`config.mk`:
```
export PLATFORM = sky130hd
export DESIGN_NAME = ex_muldiv_unit_flat
export DESIGN_NICKNAME = d
export VERILOG_FILES = /design/src/rtl/ex_muldiv_unit_pkg.sv /design/src/rtl/ex_muldiv_unit_if.sv /design/src/rtl/ex_muldiv_unit_sign_fix.sv /design/src/rtl/ex_muldiv_unit.sv /design/src/flat_wrapper.sv
export SDC_FILE = /design/constraint.sdc
export NUM_CORES = 1
export LEC_CHECK = 0
export ABC_AREA = 1
export ABC_CLOCK_PERIOD_IN_PS = 4750
export BUFFER_PORTS_ARGS = -buffer_cell sky130_fd_sc_hd__buf_2
export CAP_MARGIN = 5
export CORE_UTILIZATION = 25
export CTS_CLUSTER_DIAMETER = 150
export DETAILED_ROUTE_END_ITERATION = 12
export PLACE_DENSITY = 0.5
export SYNTH_ARGS = -nofsm -noshare
export SYNTH_HDL_FRONTEND = slang
export SYNTH_HIERARCHICAL = 1
export SYNTH_SLANG_ARGS = --single-unit
```
`constraint.sdc`:
```
create_clock -name clk -period 4.75 [get_ports clk]
set_clock_uncertainty 0.1 [all_clocks]
set_input_delay 0.95 -clock clk [delete_from_list [all_inputs] [get_ports clk]]
set_output_delay 0.95 -clock clk [all_outputs]
set_load 0.01 [all_outputs]
```
`src/rtl/ex_muldiv_unit_pkg.sv`:
```
`default_nettype none
// ============================================================================
//  Module      : ex_muldiv_unit_pkg
//  Description : Shared encodings, state type and constants for the EX-stage
//                RV32M multiply/divide unit.
//  Revision    : 1.0 - initial release
// ============================================================================
package ex_muldiv_unit_pkg;

    // M-extension func3 encodings
    localparam logic [2:0] c_F3_MUL    = 3'b000;
    localparam logic [2:0] c_F3_MULH   = 3'b001;
    localparam logic [2:0] c_F3_MULHSU = 3'b010;
    localparam logic [2:0] c_F3_MULHU  = 3'b011;
    localparam logic [2:0] c_F3_DIV    = 3'b100;
    localparam logic [2:0] c_F3_DIVU   = 3'b101;
    localparam logic [2:0] c_F3_REM    = 3'b110;
    localparam logic [2:0] c_F3_REMU   = 3'b111;

    // Major opcode of register-register ALU instructions (M-ext shares it)
    localparam logic [4:0] c_OP = 5'b01100;

    // Special divide results
    localparam logic [31:0] c_ALL_ONES = 32'hFFFF_FFFF;
    localparam logic [31:0] c_INT_MIN  = 32'h8000_0000;

    typedef enum logic [1:0] {
        IDLE = 2'd0,
        BUSY = 2'd1,
        DONE = 2'd2
    } state_t;

    // rs1 is treated as signed for MULH, MULHSU, DIV and REM
    function automatic logic src_a_signed(input logic [2:0] f3);
        return (f3 == c_F3_MULH) || (f3 == c_F3_MULHSU) ||
               (f3 == c_F3_DIV)  || (f3 == c_F3_REM);
    endfunction

    // rs2 is treated as signed for MULH, DIV and REM
    function automatic logic src_b_signed(input logic [2:0] f3);
        return (f3 == c_F3_MULH) || (f3 == c_F3_DIV) || (f3 == c_F3_REM);
    endfunction

endpackage
`default_nettype wire

```
`src/rtl/ex_muldiv_unit_if.sv`:
```
`default_nettype none
// ============================================================================
//  Module      : ex_muldiv_unit_if
//  Description : EX-stage request/response bundle between the pipeline
//                control (master) and the multiply/divide unit (slave).
//  Revision    : 1.0 - initial release
// ============================================================================
interface ex_muldiv_unit_if #(
    parameter int WIDTH = 32
) ();
    logic             start;
    logic             flush;
    logic             hold;
    logic [2:0]       func3;
    logic [WIDTH-1:0] op_a;
    logic [WIDTH-1:0] op_b;
    logic             stall_req;
    logic             busy;
    logic             done;
    logic [WIDTH-1:0] result;

    modport master (
        output start, flush, hold, func3, op_a, op_b,
        input  stall_req, busy, done, result
    );

    modport slave (
        input  start, flush, hold, func3, op_a, op_b,
        output stall_req, busy, done, result
    );
endinterface
`default_nettype wire

```
`src/rtl/ex_muldiv_unit_sign_fix.sv`:
```
`default_nettype none
// ============================================================================
//  Module      : muldiv_sign_fix
//  Description : Sign correction of the unsigned engine result and selection
//                of the architectural word (product low/high, quotient,
//                remainder).
//  Revision    : 1.0 - initial release
// ============================================================================
module muldiv_sign_fix
    import ex_muldiv_unit_pkg::*;
#(
    parameter int WIDTH = 32
) (
    input  wire logic [2*WIDTH-1:0] i_acc,
    input  wire logic [2:0]         i_func3,
    input  wire logic               i_neg_a,
    input  wire logic               i_neg_b,
    output logic      [WIDTH-1:0]   o_result
);

    logic [2*WIDTH-1:0] w_prod_fix;
    logic [WIDTH-1:0]   w_quot_fix;
    logic [WIDTH-1:0]   w_rem_fix;
    logic               w_neg_res;

    // Product and quotient are negative when the operand signs differ;
    // the remainder follows the dividend.
    always_comb begin
        w_neg_res  = i_neg_a ^ i_neg_b;
        w_prod_fix = w_neg_res ? -i_acc : i_acc;
        w_quot_fix = w_neg_res ? -i_acc[WIDTH-1:0] : i_acc[WIDTH-1:0];
        w_rem_fix  = i_neg_a ? -i_acc[2*WIDTH-1:WIDTH] : i_acc[2*WIDTH-1:WIDTH];
    end

    // Pick the word the instruction writes back
    always_comb begin
        o_result = '0;
        unique case (i_func3)
            c_F3_MUL:                        o_result = w_prod_fix[WIDTH-1:0];
            c_F3_MULH, c_F3_MULHSU,
            c_F3_MULHU:                      o_result = w_prod_fix[2*WIDTH-1:WIDTH];
            c_F3_DIV, c_F3_DIVU:             o_result = w_quot_fix;
            default:                         o_result = w_rem_fix;
        endcase
    end

endmodule
`default_nettype wire

```
`src/rtl/ex_muldiv_unit.sv`:
```
`default_nettype none
// ============================================================================
//  Module      : ex_muldiv_unit
//  Description : Iterative radix-2 RV32M multiply/divide unit for the EX
//                stage. Stalls the front of the pipeline while iterating and
//                presents the rd value for one or more DONE cycles.
//  Revision    : 1.0 - initial release
// ============================================================================
module ex_muldiv_unit
    import ex_muldiv_unit_pkg::*;
#(
    parameter int WIDTH = 32
) (
    input  wire logic       clk,
    input  wire logic       rst,
    ex_muldiv_unit_if.slave bus
);

    localparam int                c_CW   = $clog2(WIDTH);
    localparam logic [c_CW-1:0]   c_LAST = c_CW'(WIDTH - 1);

    state_t               r_state;
    state_t               w_state_next;
    logic [c_CW-1:0]      r_count;
    logic [2*WIDTH-1:0]   r_acc;
    logic [WIDTH-1:0]     r_opd;
    logic [WIDTH-1:0]     r_result;
    logic [2:0]           r_func3;
    logic                 r_neg_a;
    logic                 r_neg_b;

    logic                 w_stall;
    logic                 w_busy;
    logic                 w_done;
    logic                 w_accept;
    logic                 w_neg_a_in;
    logic                 w_neg_b_in;
    logic [WIDTH-1:0]     w_abs_a;
    logic [WIDTH-1:0]     w_abs_b;
    logic                 w_is_div;
    logic                 w_div_zero;
    logic                 w_div_ovf;
    logic                 w_special;
    logic [WIDTH-1:0]     w_special_res;
    logic [WIDTH:0]       w_add;
    logic [2*WIDTH-1:0]   w_mul_next;
    logic [WIDTH:0]       w_diff;
    logic [2*WIDTH-1:0]   w_div_next;
    logic [2*WIDTH-1:0]   w_acc_next;
    logic [WIDTH-1:0]     w_fix_result;

    assign w_accept = (r_state == IDLE) && bus.start && !bus.flush;

    // Operand decode at issue: sign flags, magnitudes and divide special cases
    always_comb begin
        w_neg_a_in    = src_a_signed(bus.func3) && bus.op_a[WIDTH-1];
        w_neg_b_in    = src_b_signed(bus.func3) && bus.op_b[WIDTH-1];
        w_abs_a       = w_neg_a_in ? -bus.op_a : bus.op_a;
        w_abs_b       = w_neg_b_in ? -bus.op_b : bus.op_b;
        w_is_div      = bus.func3[2];
        w_div_zero    = w_is_div && (bus.op_b == '0);
        w_div_ovf     = ((bus.func3 == c_F3_DIV) || (bus.func3 == c_F3_REM)) &&
                        (bus.op_a == c_INT_MIN) && (bus.op_b == c_ALL_ONES);
        w_special     = w_div_zero || w_div_ovf;
        w_special_res = '0;
        if (w_div_zero)
            w_special_res = bus.func3[1] ? bus.op_a : c_ALL_ONES;
        else if (w_div_ovf)
            w_special_res = bus.func3[1] ? '0 : c_INT_MIN;
    end

    // One engine step: shift-add for multiply, restoring shift-subtract for divide
    always_comb begin
        w_add      = {1'b0, r_acc[2*WIDTH-1:WIDTH]} + (r_acc[0] ? {1'b0, r_opd} : '0);
        w_mul_next = {w_add, r_acc[WIDTH-1:1]};
        w_diff     = r_acc[2*WIDTH-1:WIDTH-1] - {1'b0, r_opd};
        w_div_next = w_diff[WIDTH] ? {r_acc[2*WIDTH-2:0], 1'b0}
                                   : {w_diff[WIDTH-1:0], r_acc[WIDTH-2:0], 1'b1};
        w_acc_next = r_func3[2] ? w_div_next : w_mul_next;
    end

    muldiv_sign_fix #(
        .WIDTH (WIDTH)
    ) u_sign_fix (
        .i_acc    (w_acc_next),
        .i_func3  (r_func3),
        .i_neg_a  (r_neg_a),
        .i_neg_b  (r_neg_b),
        .o_result (w_fix_result)
    );

    // State register
    always_ff @(posedge clk or negedge rst) begin
        if (!rst)
            r_state <= IDLE;
        else
            r_state <= w_state_next;
    end

    // Next-state and stall/status outputs; flush overrides everything
    always_comb begin
        w_state_next = r_state;
        w_stall      = 1'b0;
        w_busy       = 1'b0;
        w_done       = 1'b0;
        unique case (r_state)
            IDLE: begin
                if (bus.start && !bus.flush) begin
                    w_stall      = 1'b1;
                    w_state_next = w_special ? DONE : BUSY;
                end
            end
            BUSY: begin
                w_busy  = 1'b1;
                w_stall = !bus.flush;
                if (r_count == c_LAST)
                    w_state_next = DONE;
            end
            DONE: begin
                w_done = 1'b1;
                if (!bus.hold)
                    w_state_next = IDLE;
            end
            default: w_state_next = IDLE;
        endcase
        if (bus.flush)
            w_state_next = IDLE;
    end

    // Operand latch, iteration and result capture
    always_ff @(posedge clk or negedge rst) begin
        if (!rst) begin
            r_count  <= '0;
            r_acc    <= '0;
            r_opd    <= '0;
            r_result <= '0;
            r_func3  <= '0;
            r_neg_a  <= 1'b0;
            r_neg_b  <= 1'b0;
        end else if (w_accept) begin
            r_func3 <= bus.func3;
            r_neg_a <= w_neg_a_in;
            r_neg_b <= w_neg_b_in;
            r_count <= '0;
            r_acc   <= w_is_div ? {{WIDTH{1'b0}}, w_abs_a} : {{WIDTH{1'b0}}, w_abs_b};
            r_opd   <= w_is_div ? w_abs_b : w_abs_a;
            if (w_special)
                r_result <= w_special_res;
        end else if ((r_state == BUSY) && !bus.flush) begin
            r_acc   <= w_acc_next;
            r_count <= r_count + 1'b1;
            if (r_count == c_LAST)
                r_result <= w_fix_result;
        end
    end

    assign bus.stall_req = w_stall;
    assign bus.busy      = w_busy;
    assign bus.done      = w_done;
    assign bus.result    = r_result;

endmodule
`default_nettype wire

```
`src/flat_wrapper.sv`:
```
// flat-port wrapper written by rule: the top's interface ports become plain ports
module ex_muldiv_unit_flat import ex_muldiv_unit_pkg::*;
#(
    parameter int WIDTH = 32
)
  (clk, rst, bus_start, bus_flush, bus_hold, bus_func3, bus_op_a, bus_op_b, bus_stall_req, bus_busy, bus_done, bus_result);
  ex_muldiv_unit_if #(.WIDTH(WIDTH)) bus_i ();
  input  wire logic clk;
  input  wire logic rst;
  input wire logic [$bits(bus_i.start)-1:0] bus_start;
  input wire logic [$bits(bus_i.flush)-1:0] bus_flush;
  input wire logic [$bits(bus_i.hold)-1:0] bus_hold;
  input wire logic [$bits(bus_i.func3)-1:0] bus_func3;
  input wire logic [$bits(bus_i.op_a)-1:0] bus_op_a;
  input wire logic [$bits(bus_i.op_b)-1:0] bus_op_b;
  output wire logic [$bits(bus_i.stall_req)-1:0] bus_stall_req;
  output wire logic [$bits(bus_i.busy)-1:0] bus_busy;
  output wire logic [$bits(bus_i.done)-1:0] bus_done;
  output wire logic [$bits(bus_i.result)-1:0] bus_result;
  assign bus_i.start = bus_start;
  assign bus_i.flush = bus_flush;
  assign bus_i.hold = bus_hold;
  assign bus_i.func3 = bus_func3;
  assign bus_i.op_a = bus_op_a;
  assign bus_i.op_b = bus_op_b;
  assign bus_stall_req = bus_i.stall_req;
  assign bus_busy = bus_i.busy;
  assign bus_done = bus_i.done;
  assign bus_result = bus_i.result;
  ex_muldiv_unit #(.WIDTH(WIDTH)) u_core (.clk(clk), .rst(rst), .bus(bus_i));
endmodule
```
**After elaboration in Yosys (flattened, before gate mapping)**

Index checks and enable logic that the tools add are counted.

- Multiplexer cells: 33
- $add $sub $neg: 8
- Equality and inequality tests: 18
- Reductions and logical operators: 26
- Bitwise logic cells: 1

Operators with widths:

| operator | number |
|---|---|
| $mux 32 | 15 |
| $mux 64 | 5 |
| $neg 32->32 | 4 |
| $pmux 32 s3 | 1 |
| $eq 32x32->1 const B | 2 |
| $neg 64->64 | 1 |
| $add 32x33->33 | 1 |
| $sub 33x32->33 | 1 |
| $logic_not 32->1 | 1 |
| $eq 3x3->1 const B | 4 |
| $mux 2 | 5 |
| $mux 5 | 2 |
| $eq 3x2->1 const B | 3 |
| $logic_and 1x1->1 | 9 |
| $logic_or 1x1->1 | 7 |
| $eq 3x1->1 const B | 2 |
| $ne 3x3->1 const B | 2 |
| $pmux 2 s3 | 1 |
| $reduce_and 3->1 | 2 |
| $add 5x1->5 const B | 1 |
| $eq 5x5->1 const B | 1 |
| $reduce_bool 2->1 | 2 |
| $logic_not 3->1 | 1 |
| $mux 1 | 3 |
| other kinds (10) | 10 |

- Word-level logic and storage cells: 94
- Bits in registers: 140
- Input port bits: 72

**Logic depth before layout (Yosys ltp)**

- Depth after elaboration: 9
- Gate-level depth with buffers: 33

**Modules after synthesis**

Netlist, hierarchy kept.

Modules (own cells, without submodules):

| module | area an instance (um2) | seq. area each (um2) | cells each | instances |
|---|---|---|---|---|
| ex_muldiv_unit | 14719.1 | 3503.4 | 2511 | 1 |
| muldiv_sign_fix | 3647.2 | 0.0 | 788 | 1 |

**Least setup slack after synthesis**

OpenSTA, ideal clock, no wires.

- Path kind: flip-flop to flip-flop
- Start point: register u_core.r_acc[0]
- End point: register u_core.r_result[31] (netlist: u_core/bus.result[31])
- Required time: 4522 ps
- Slack: 1140 ps
- Data arrival time: 3382 ps
- Library setup time: 128 ps
- Stages on the path, launching flop included: 26
- Cells stage by stage: dfrtp_1 > clkbuf_1 > clkbuf_1 > nand2_1 > inv_1 > ha_1 > o21ai_0 > inv_1 > nand3_1 > nand3_1 > nand2_1 > nand2_1 > a21oi_1 > o21ai_0 > and2_1 > nor2_1 > nand2_1 > nor2_1 > nand2_1 > o21ai_1 > nand3_1 > nand3_1 > nand3_1 > nand2_1 > a21boi_0 > o21ai_0

- Longest elaborated chain between the ends: 9

RTL lines:

| item | RTL line | source |
|---|---|---|
| from (decl) | ex_muldiv_unit.sv:25 | `logic [2*WIDTH-1:0] r_acc;` |
| from (signal assigned) | ex_muldiv_unit.sv:145 | `r_acc <= w_is_div ? {{WIDTH{1'b0}}, w_abs_a} : {{WIDTH{1'b0}}, w_abs_b};` |
| from (signal assigned) | ex_muldiv_unit.sv:150 | `r_acc <= w_acc_next;` |
| $mux 32 * | ex_muldiv_unit.sv:74 | `w_add = {1'b0, r_acc[2*WIDTH-1:WIDTH]} + (r_acc[0] ? {1'b0, r_opd} : '0);` |
| $add 32x33->33 * | ex_muldiv_unit.sv:74 |  |
| $mux 64 * | ex_muldiv_unit.sv:79 | `w_acc_next = r_func3[2] ? w_div_next : w_mul_next;` |
| via u_core.w_acc_next[47] | ex_muldiv_unit.sv:49 | `logic [2*WIDTH-1:0] w_acc_next;` |
| $neg 64->64 / $neg 32->32 (equally long branches) | ex_muldiv_unit_sign_fix.sv:30, ex_muldiv_unit_sign_fix.sv:32 |  |
| $mux 64 / $mux 32 (equally long branches) | ex_muldiv_unit_sign_fix.sv:30, ex_muldiv_unit_sign_fix.sv:32 |  |
| $pmux 32 s3 * | ex_muldiv_unit_sign_fix.sv:38 | `unique case (i_func3)` |
| via u_core.w_fix_result[31] | ex_muldiv_unit.sv:50 | `logic [WIDTH-1:0] w_fix_result;` |
| $mux 32 * | ex_muldiv_unit.sv:152 | `if (r_count == c_LAST)` |
| $mux 32 * | ex_muldiv_unit.sv:149 | `end else if ((r_state == BUSY) && !bus.flush) begin` |
| $mux 32 * | ex_muldiv_unit.sv:140 | `end else if (w_accept) begin` |
| to (signal assigned) | ex_muldiv_unit.sv:148 | `r_result <= w_special_res;` |
| to (signal assigned) | ex_muldiv_unit.sv:153 | `r_result <= w_fix_result;` |
| to (decl) | ex_muldiv_unit.sv:27 | `logic [WIDTH-1:0] r_result;` |

The timed path passes the listed nets; every way through them passes the cells marked *. The select of a mux whose other input is x is not followed.
A chain may end at the register's enable or synchronous reset.

**Final worst setup path**

- Start point: register u_core.r_opd[7]
- End point: register u_core.r_result[25] (netlist: u_core/bus.result[25])

- Longest elaborated chain between the ends: 9

RTL lines:

| item | RTL line | source |
|---|---|---|
| from (decl) | ex_muldiv_unit.sv:26 | `logic [WIDTH-1:0] r_opd;` |
| from (signal assigned) | ex_muldiv_unit.sv:146 | `r_opd <= w_is_div ? w_abs_b : w_abs_a;` |
| $mux 32 / $sub 33x32->33 (equally long branches) | ex_muldiv_unit.sv:74, ex_muldiv_unit.sv:76 |  |
| $add 32x33->33 / $mux 64 (equally long branches) | ex_muldiv_unit.sv:74, ex_muldiv_unit.sv:77 |  |
| $mux 64 * | ex_muldiv_unit.sv:79 |  |
| via u_core.w_acc_next[43] | ex_muldiv_unit.sv:49 |  |
| $neg 64->64 / $neg 32->32 (equally long branches) | ex_muldiv_unit_sign_fix.sv:30, ex_muldiv_unit_sign_fix.sv:32 |  |
| $mux 64 / $mux 32 (equally long branches) | ex_muldiv_unit_sign_fix.sv:30, ex_muldiv_unit_sign_fix.sv:32 |  |
| $pmux 32 s3 * | ex_muldiv_unit_sign_fix.sv:38 |  |
| via u_core.w_fix_result[25] | ex_muldiv_unit.sv:50 |  |
| $mux 32 * | ex_muldiv_unit.sv:152 |  |
| $mux 32 * | ex_muldiv_unit.sv:149 |  |
| $mux 32 * | ex_muldiv_unit.sv:140 |  |

Marks and branches as above.

==> flow_metrics.tcl <==
set metrics [dict create \
    grt_max_degree 82 \
    die_w_um 273 \
    p_sw_share_pct 61.8 \
    min_period_over_period_pct 95.2 \
    crit_family "simple AND/OR/NAND/NOR gates" \
    max_stage_delay_ns 0.42 \
    avgViaCountPerCell 5.03 \
    netlist_instances 3299 \
    tightest_slew_ns 1.47 \
    hold_violations 0 \
    fillers 8441 \
    p_switching_mw 11.9 \
    fmax_mhz 221 \
    ys_seq_elements 140 \
    maxCapViolCount 1 \
    dieHeight_um 273 \
    arrival_ns 4.79 \
    post_synth_xor_area_fraction_pct 3.77 \
    synthAdderAreaFrac_pct 5.05 \
    synthTopCellsByArea "nand2_1, dfrtp_1, inv_1" \
    cts_root_buffer "clkbuf_16" \
    r2r_cells 30 \
    outcome "finished with violations" \
    min_period_ns 4.52 \
    grt_overflow 0 \
    wire_per_inst_um 20.6 \
    min_path_type "primary input to async pin" \
    synth_top_area_share_pct 24.1 \
    leakagePower_nw 11.0 \
    intPower_mw 7.38 \
    portBuffers 106 \
    route.detailed.drc 0 \
    critical_path_class "flop to flop" \
    dp_slack_ns 0.0288 \
    cellPowerDensity_nw_per_um2 905 \
    synth_edf_count 0 \
    max-vdd-ir-drop_mv 0.352 \
    yosysSeqAreaShare_pct 19.1 \
    async_flop_share_pct 100 \
    r2r-end "u_core/bus.result[25]" \
    synth_compound_area_share_pct 13.8 \
    diodes 0 \
    worst_ep_required_time_ns 5.02 \
    crit_fanout 18 \
    grt_pass1_vias 20300 \
    cts_tree "yes" \
    ys.flop_type "dfrtp_1" \
    antenna_left 0 \
    critPathBufInv 3 \
    p_total_mw 19.3 \
    clkPwrFrac_pct 7.1 \
    h-tree-depth 4 \
    rows 99 \
    start_kind "flop" \
    slowest_stage "dfrtp_1" \
    cp_common_cell "nand2_1" \
    synth-simple-area-share_pct 46.5 \
    synth_area_per_cell_um2 5.57 \
    drv_slew 0 \
    vias 22200 \
    antenna_found_initial 3 \
    post-synth-top-count-cell "nand2_1" \
    synthTopCellsByCount "nand2_1, inv_1, nand3_1" \
    clk_latency_ns 0.49 \
    slew-limit-headroom_pct 1.27 \
    gp_congestion 1.01 \
    final.setup.worst_slack_ns 0.229 \
    ys_types 53 \
    start_util_pct 25.2 \
    ys_warn_count 6 \
    dp_hpwl_um 74800 \
    coreArea_um2 72800 \
    finalWirelength_um 90800 \
    synth_area_leader_cell "nand2_1" \
    dieArea_um2 74600 \
    io_pins 107 \
    combPwrFrac_pct 81.6 \
    clk_pin_slew_ns 0.09 \
    nNetsFinal 3592 \
    cts_buffer_depth 2 \
    end_kind "flop" \
    violations "max-capacitance violations" \
    seqPwrFrac_pct 11.4 \
    detail_route.first_pass.iterations 6 \
    finalSetupViolCount 0 \
    numClockSinks 140 \
    finalCoreUtilization_pct 29.3 \
    area_growth_pct 16.3 \
    cts_made_buffers 17 \
    grt_pass1_wl_um 133000 \
    syn_nets 3444 \
    drt_iter0_drc 2277 \
    r2r_start "u_core/r_opd[7]" \
    final_layout_size_suffix_gt1_share_pct 11.7 \
    muxShareOfSynthArea_pct 0 \
    setup-tns-final_ns 0 \
    synth_top_family_by_area "simple AND/OR/NAND/NOR gates" \
    synth_area_um2 18400 \
    grt_usage_pct 23.9 \
    rrSetupSlack_ns 0.23 \
]
[per-layer routing]
| layer | vias up | GRT usage, % | part of all wire [%] |
|---|---|---|---|
| li1 | 10800 | - | - |
| met1 | 10400 | 32.9 | 45 |
| met2 | 890 | 37.6 | 44 |
| met3 | 152 | 3.25 | 6.9 |
| met4 | 0 | 9.53 | 4.2 |
| met5 | - | 0 | 0 |
[how the worst max path moves through the flow]
stage                     slack (ns)        startpoint                    end  cells past startpoint
after global routing          -0.005  u_core/r_acc[31]  u_core/bus.result[25]                     31
after global placement        -0.005  u_core/r_acc[31]  u_core/bus.result[29]                     31
after floorplan                 1.14   u_core/r_acc[0]  u_core/bus.result[31]                     25
after detailed placement        0.03  u_core/r_acc[31]  u_core/bus.result[22]                     31
after CTS                      0.001  u_core/r_acc[31]  u_core/bus.result[22]                     31
final                           0.23   u_core/r_opd[7]  u_core/bus.result[25]                     30
[area by class of cell]
| cell class | count | area (um2) | area share, % |
|---|---|---|---|
| flip-flops and latches | 140 | 3510 | 16.4 |
| clock buffers | 19 | 443 | 2.07 |
| well taps | 959 | 1200 | 5.62 |
| inverters | 444 | 1670 | 7.81 |
| clock inverters | 13 | 118 | 0.550 |
| multi-input cells | 2614 | 12900 | 60.4 |
| repair buffers | 230 | 1520 | 7.10 |
[power by group through the flow]
stage                     combinational, mW  clock, mW  sequential (mW)
final                                  15.8       1.37             2.20
after global routing                   17.1       1.44             2.23
after global placement                 15.0          0             2.19
after detailed placement               14.9          0             2.19
after floorplan                        9.11          0             2.06
after CTS                              15.0       1.39             2.17
[kinds of logic (layout without fill, tap and decap cells)]
logic type | Yosys count | after routing
buf+inv | 546 | 706
xor+xnor | 79 | 79
flops | 140 | 140
compound gates | 452 | 452
fa+ha+maj | 73 | 73
simple gates | 2009 | 2010
[state kept, by name, indices dropped and copies added (netlist names)]
signal,flops
u_core/bus.result,32
u_core/r_acc,64
u_core/r_count,5
u_core/r_func3,3
u_core/r_neg_a,1
u_core/r_neg_b,1
u_core/r_opd,32
u_core/r_state,2
[layout by cell type (no fill, tap or decap), types with 11 or more instances in the layout]
cell / Yosys / final
or2_2: 11 / 11
nand2_1: 1179 / 1174
o21ai_1: 22 / 24
nor2_1: 302 / 282
xor2_1: 61 / 61
xnor2_1: 18 / 18
nand2_2: 23 / 26
nor2_4: 4 / 13
o211ai_1: 24 / 24
a21oi_1: 121 / 121
dfrtp_1: 140 / 138
and2_1: 33 / 22
o21ai_0: 216 / 214
nand3b_1: 24 / 24
nor2_2: 26 / 37
nand3_1: 313 / 306
clkbuf_16: 0 / 17
buf_4: 3 / 120
buf_2: 35 / 105
ha_1: 71 / 71
inv_2: 10 / 11
nand4_1: 33 / 33
nor3_1: 39 / 39
a22oi_1: 17 / 17
inv_1: 433 / 431
[stage by stage]
step	cell area, um2	hold WS, ns	instances
3_5_place_dp	20600	0.361	4383
3_3_place_gp	20600	0.362	4383
5_1_grt	21400	0.354	4419
6_report	21400	0.322	4419
2_1_floorplan	18400	0.354	3299
4_1_cts	21100	0.322	4415
[what timing repair did]
item / in CTS / in global routing
gates resized for setup: 0 / 66
setup endpoints to repair: 0 / 30
buffers inserted: 0 / 3
hold buffers: 0 / 0
(Power assumes the default switching activity.)
